<file path="src/rtl/fetch_ctrl.sv">
// Instruction fetch controller: drives InstMem from a PC register and buffers
// fetched {pc, instr} pairs in a 2-entry FIFO toward decode.
module fetch_ctrl #(
  parameter int                XLEN     = 32,
  parameter logic [XLEN-1:0]   RESET_PC = '0
) (
  input  logic            clk,
  input  logic            rst_n,
  output logic [XLEN-1:0] imem_addr,
  input  logic [XLEN-1:0] imem_rdata,
  input  logic            redirect_valid,
  input  logic [XLEN-1:0] redirect_pc,
  input  logic            halt_req,
  input  logic            resume,
  output logic            out_valid,
  input  logic            out_ready,
  output logic [XLEN-1:0] out_pc,
  output logic [XLEN-1:0] out_instr,
  output logic [1:0]      state
);

  typedef enum logic [1:0] {
    ST_IDLE = 2'b00,
    ST_RUN  = 2'b01,
    ST_HALT = 2'b10
  } state_t;

  state_t          state_q, state_d;
  logic [XLEN-1:0] pc_q, pc_d;
  logic [1:0]      count_q, count_d;
  logic            head_q, head_d;
  logic [XLEN-1:0] fifo_pc_q [2];
  logic [XLEN-1:0] fifo_pc_d [2];
  logic [XLEN-1:0] fifo_instr_q [2];
  logic [XLEN-1:0] fifo_instr_d [2];

  logic pop, push, redir, tail;
  logic redirect_lsb_unused;

  assign redirect_lsb_unused = ^redirect_pc[1:0];

  assign pop   = (count_q != 2'd0) && out_ready;
  assign redir = redirect_valid && (state_q != ST_IDLE);
  assign push  = (state_q == ST_RUN) && !redirect_valid && !halt_req &&
                 ((count_q != 2'd2) || pop);
  // Tail slot sits opposite the head only when exactly one entry is held.
  assign tail  = head_q ^ (count_q == 2'd1);

  always_comb begin
    state_d      = state_q;
    pc_d         = pc_q;
    count_d      = count_q;
    head_d       = head_q;
    fifo_pc_d    = fifo_pc_q;
    fifo_instr_d = fifo_instr_q;

    case (state_q)
      ST_IDLE: state_d = ST_RUN;
      ST_RUN:  if (halt_req) state_d = ST_HALT;
      ST_HALT: if (resume && !halt_req) state_d = ST_RUN;
      default: state_d = ST_IDLE;
    endcase

    if (redir) begin
      // A redirect discards everything buffered, including a same-cycle pop.
      count_d = 2'd0;
      head_d  = 1'b0;
      pc_d    = {redirect_pc[XLEN-1:2], 2'b00};
    end else begin
      if (push) begin
        fifo_pc_d[tail]    = pc_q;
        fifo_instr_d[tail] = imem_rdata;
        pc_d               = pc_q + XLEN'(4);
      end
      if (pop) head_d = ~head_q;
      count_d = count_q + {1'b0, push} - {1'b0, pop};
    end
  end

  always_ff @(posedge clk or negedge rst_n) begin
    if (!rst_n) begin
      state_q      <= ST_IDLE;
      pc_q         <= RESET_PC;
      count_q      <= 2'd0;
      head_q       <= 1'b0;
      fifo_pc_q    <= '{default: '0};
      fifo_instr_q <= '{default: '0};
    end else begin
      state_q      <= state_d;
      pc_q         <= pc_d;
      count_q      <= count_d;
      head_q       <= head_d;
      fifo_pc_q    <= fifo_pc_d;
      fifo_instr_q <= fifo_instr_d;
    end
  end

  assign imem_addr = pc_q;
  assign out_valid = (count_q != 2'd0);
  // Outputs read zero when empty so reset and flush both present a clean bus.
  assign out_pc    = out_valid ? fifo_pc_q[head_q]    : '0;
  assign out_instr = out_valid ? fifo_instr_q[head_q] : '0;
  assign state     = state_q;

endmodule

</file>
<file path="config.mk">
export PLATFORM = sky130hd
export DESIGN_NAME = fetch_ctrl
export DESIGN_NICKNAME = d
export VERILOG_FILES = /design/src/rtl/fetch_ctrl.sv
export SDC_FILE = /design/constraint.sdc
export NUM_CORES = 1
export LEC_CHECK = 0
export CELL_PAD_IN_SITES_DETAIL_PLACEMENT = 2
export CELL_PAD_IN_SITES_GLOBAL_PLACEMENT = 2
export CORE_ASPECT_RATIO = 0.7
export CORE_MARGIN = 10
export CORE_UTILIZATION = 33
export CTS_CLUSTER_SIZE = 20
export DETAILED_ROUTE_END_ITERATION = 7
export PLACE_DENSITY_LB_ADDON = 0.1
export SLEW_MARGIN = 5
export SYNTH_ARGS = -nofsm -noshare
export SYNTH_HDL_FRONTEND = slang
export SYNTH_SLANG_ARGS = --single-unit
</file>
<file path="constraint.sdc">
create_clock -name clk -period 3 [get_ports clk]
set_input_delay 0.9 -clock clk [delete_from_list [all_inputs] [get_ports clk]]
set_output_delay 0.9 -clock clk [all_outputs]
set_load 0.02 [all_outputs]
</file>
==> reports/metrics.yaml, run 1 <==
grt_pass1_wl_mm: 40.8
drtIter0Drc: 247
cts_made_buffers: 17
dr.pass1.iters: 4
viasPerCell: 5.13
die_x_um: 201
crit_type: "input pin to register"
die-area_mm2: 0.0295
dp_cells: 1102
setup_violations: 0
hp-class: "input pin to async pin"
coreArea_mm2: 0.0226
synth-edff-count: 0
clkSinkCount: 159
fin_ws_ns: 0.0578
fin_hold_ws_ns: 0.461
status: "finished, final reports clean"
ys_seq_area_frac: 0.525
ant_nets: 0
htreeDepth: 4
crit_arrival_ns: 3.29
drv_slew: 0
drc: 0
final_common_cell: "dfrtp_1"
regArea_mm2: 0.00398
syn-instance-count: 639
fmax_mhz: 340
vias: 5833
cts-root-buf: "clkbuf_16"
hold_viol: 0
syn_avg_cell_area_um2: 11.9
rows: 46
cts_tree: "done"
start_util: 0.335
dp_slack_ns: -0.353
path_clk_slew_ns: 0.08
totalWireLength_mm: 26.4
yosys_most_used_dff: "dfrtp_1"
diodes: 0
drv_cap: 0
overflow: 0
worst_pin_slew_ns: 0.743
layout.nets: 886
drive_above_1_share: 0.243
layout.cells.non_filler: 1138
num_io_pins: 169
synth_cell_types: 50
syn_area_mm2: 0.00758
ys_ff_latch: 159
worstPathMaxFanout: 15
ctsHoldBuffers: 0
dieHeight_um: 147
grt_util_all_layers: 0.176
cts_buffer_depth: 2
critPathLaunchType: "input pin"
async_reset_ff_frac: 1.00
grt_pass1_vias: 6759
gp_congestion: 0.747
multi_input_area_mm2: 0.00343
crit_path_end_kind: "register"
hpwlAfterDp_mm: 18.0
io_buffers: 162
power_leakage_nw: 4.80
maxSlewHeadroom: 0.504
final_cell_mix: "158 x dfrtp_1, 124 x mux2_2, 107 x clkdlybuf4s50_1"
yosys_warnings: 0
area_growth_pct: 38.8
finalCritPeriodShare: 0.981
clock_skew_ns: 0.0133
post_drt_wl_per_cell_um: 23.2
insertion_delay_ns: 0.44
power_density_mw_per_mm2: 1140
crit_required_ns: 3.35
antenna_found_initial: 0
grt_max_degree: 64
irDropWorstVdd_mv: 0.479
min_period_ns: 2.94
fill_cells: 2265
[layout make-up]
cell class,instances,share of cell area
Multi-Input combinational cell,433,0.326
Timing Repair Buffer,196,0.201
Clock buffer,18,0.0417
Tap cell,312,0.0371
Sequential cell,159,0.378
Inverter,6,0.00214
Clock inverter,14,0.0139
[critical path, cell delays in order]
cell	delay (ns)
clkdlybuf4s50_1	0.43
or4b_4	0.56
or4_1	0.50
buf_6	0.18
buf_4	0.16
or3_1	0.33
a31oi_2	0.22
[cell families after synthesis]
family / count (synthesis) / synth area share
compound gates: 61 / 0.0556
buf+inv: 50 / 0.0280
flops: 159 / 0.525
fa+ha+maj: 3 / 0.00495
simple gates: 171 / 0.111
mux: 186 / 0.266
other cells: 1 / 0.000494
xor+xnor: 8 / 0.00924
[routing by layer]
layer  global-route usage  vias up  wire length [µm]
li1                     -     2655                 -
met1                0.220     3056             12000
met2                0.305      108             13200
met3               0.0428       14              1010
met4               0.0333        0               199
met5                    0        -                 0
[flip-flops by register name, indices dropped and copies added (netlist names)]
name,flops
head_q,1
fifo_pc_q,60
fifo_instr_q,64
state,2
count_q,2
imem_addr,30
[power by group]
group	internal, mW	switching, mW
Sequential	3.21	0.963
Combinational	2.72	2.88
Clock	1.20	1.00
Total	7.13	4.84
[per-stage QoR]
stage,area [µm²],power [mW],TNS [ns],util
2_1_floorplan,7600,7.12,0,-
3_3_place_gp,9810,9.52,-12.28,0.434
3_5_place_dp,9810,9.86,-16.32,0.434
4_1_cts,10400,12.1,0,0.460
5_1_grt,10500,12.7,-0.0218,0.465
6_report,10500,12.0,0,0.465
[what timing repair did]
item | in CTS | in global routing
gates cloned | 1 | 1
setup buffers | 1 | 1
resized for setup | 22 | 35
pin swaps | 0 | 1
endpoints found under the hold margin | 0 | 0
setup endpoints to repair | 56 | 37
[synthesized netlist by cell type, drive strengths merged, types with 2 or more instances]
cell / n / area, µm²
dfrtp: 159 / 3980
mux2: 124 / 1400
nor2: 86 / 325
mux2i: 62 / 621
clkbuf: 29 / 109
nand2: 19 / 71.3
a31oi: 17 / 106
or4: 16 / 120
buf: 15 / 81.3
nand3: 12 / 60.1
o21ai: 10 / 50.0
o31ai: 10 / 75.1
nand4: 9 / 56.3
and2: 6 / 37.5
inv: 6 / 22.5
or3: 6 / 37.5
and4: 5 / 43.8
a21oi: 4 / 20.0
and3: 4 / 25.0
xnor2: 4 / 35.0
xor2: 4 / 35.0
ha: 3 / 37.5
o22ai: 3 / 18.8
o311ai: 3 / 26.3
o211ai: 2 / 15.0
[final timing paths]
check,startpoint,endpoint,slack (ns),cells after the start
worst max register to register,state[1],imem_addr[11],0.46,6
min in group clk,fifo_instr_q[35],fifo_instr_q[35],0.50,1
worst min-delay path,rst_n,fifo_pc_q[48],0.46,1
worst max-delay path,redirect_valid,imem_addr[11],0.06,7
worst min register to register,fifo_instr_q[35],fifo_instr_q[35],0.50,1
max in group asynchronous,rst_n,fifo_pc_q[39],1.79,2
(Power assumes the default switching activity.)
==> run 2: changes to the inputs <==
--- a/config.mk
+++ b/config.mk
@@ -12,6 +12,7 @@
 export CORE_UTILIZATION = 33
 export CTS_CLUSTER_SIZE = 20
 export DETAILED_ROUTE_END_ITERATION = 7
+export GPL_ROUTABILITY_DRIVEN = 0
 export PLACE_DENSITY_LB_ADDON = 0.1
 export SLEW_MARGIN = 5
 export SYNTH_ARGS = -nofsm -noshare
==> results of run 2 <==
No change in the layout: final DEF, timing and power equal those of run 1.
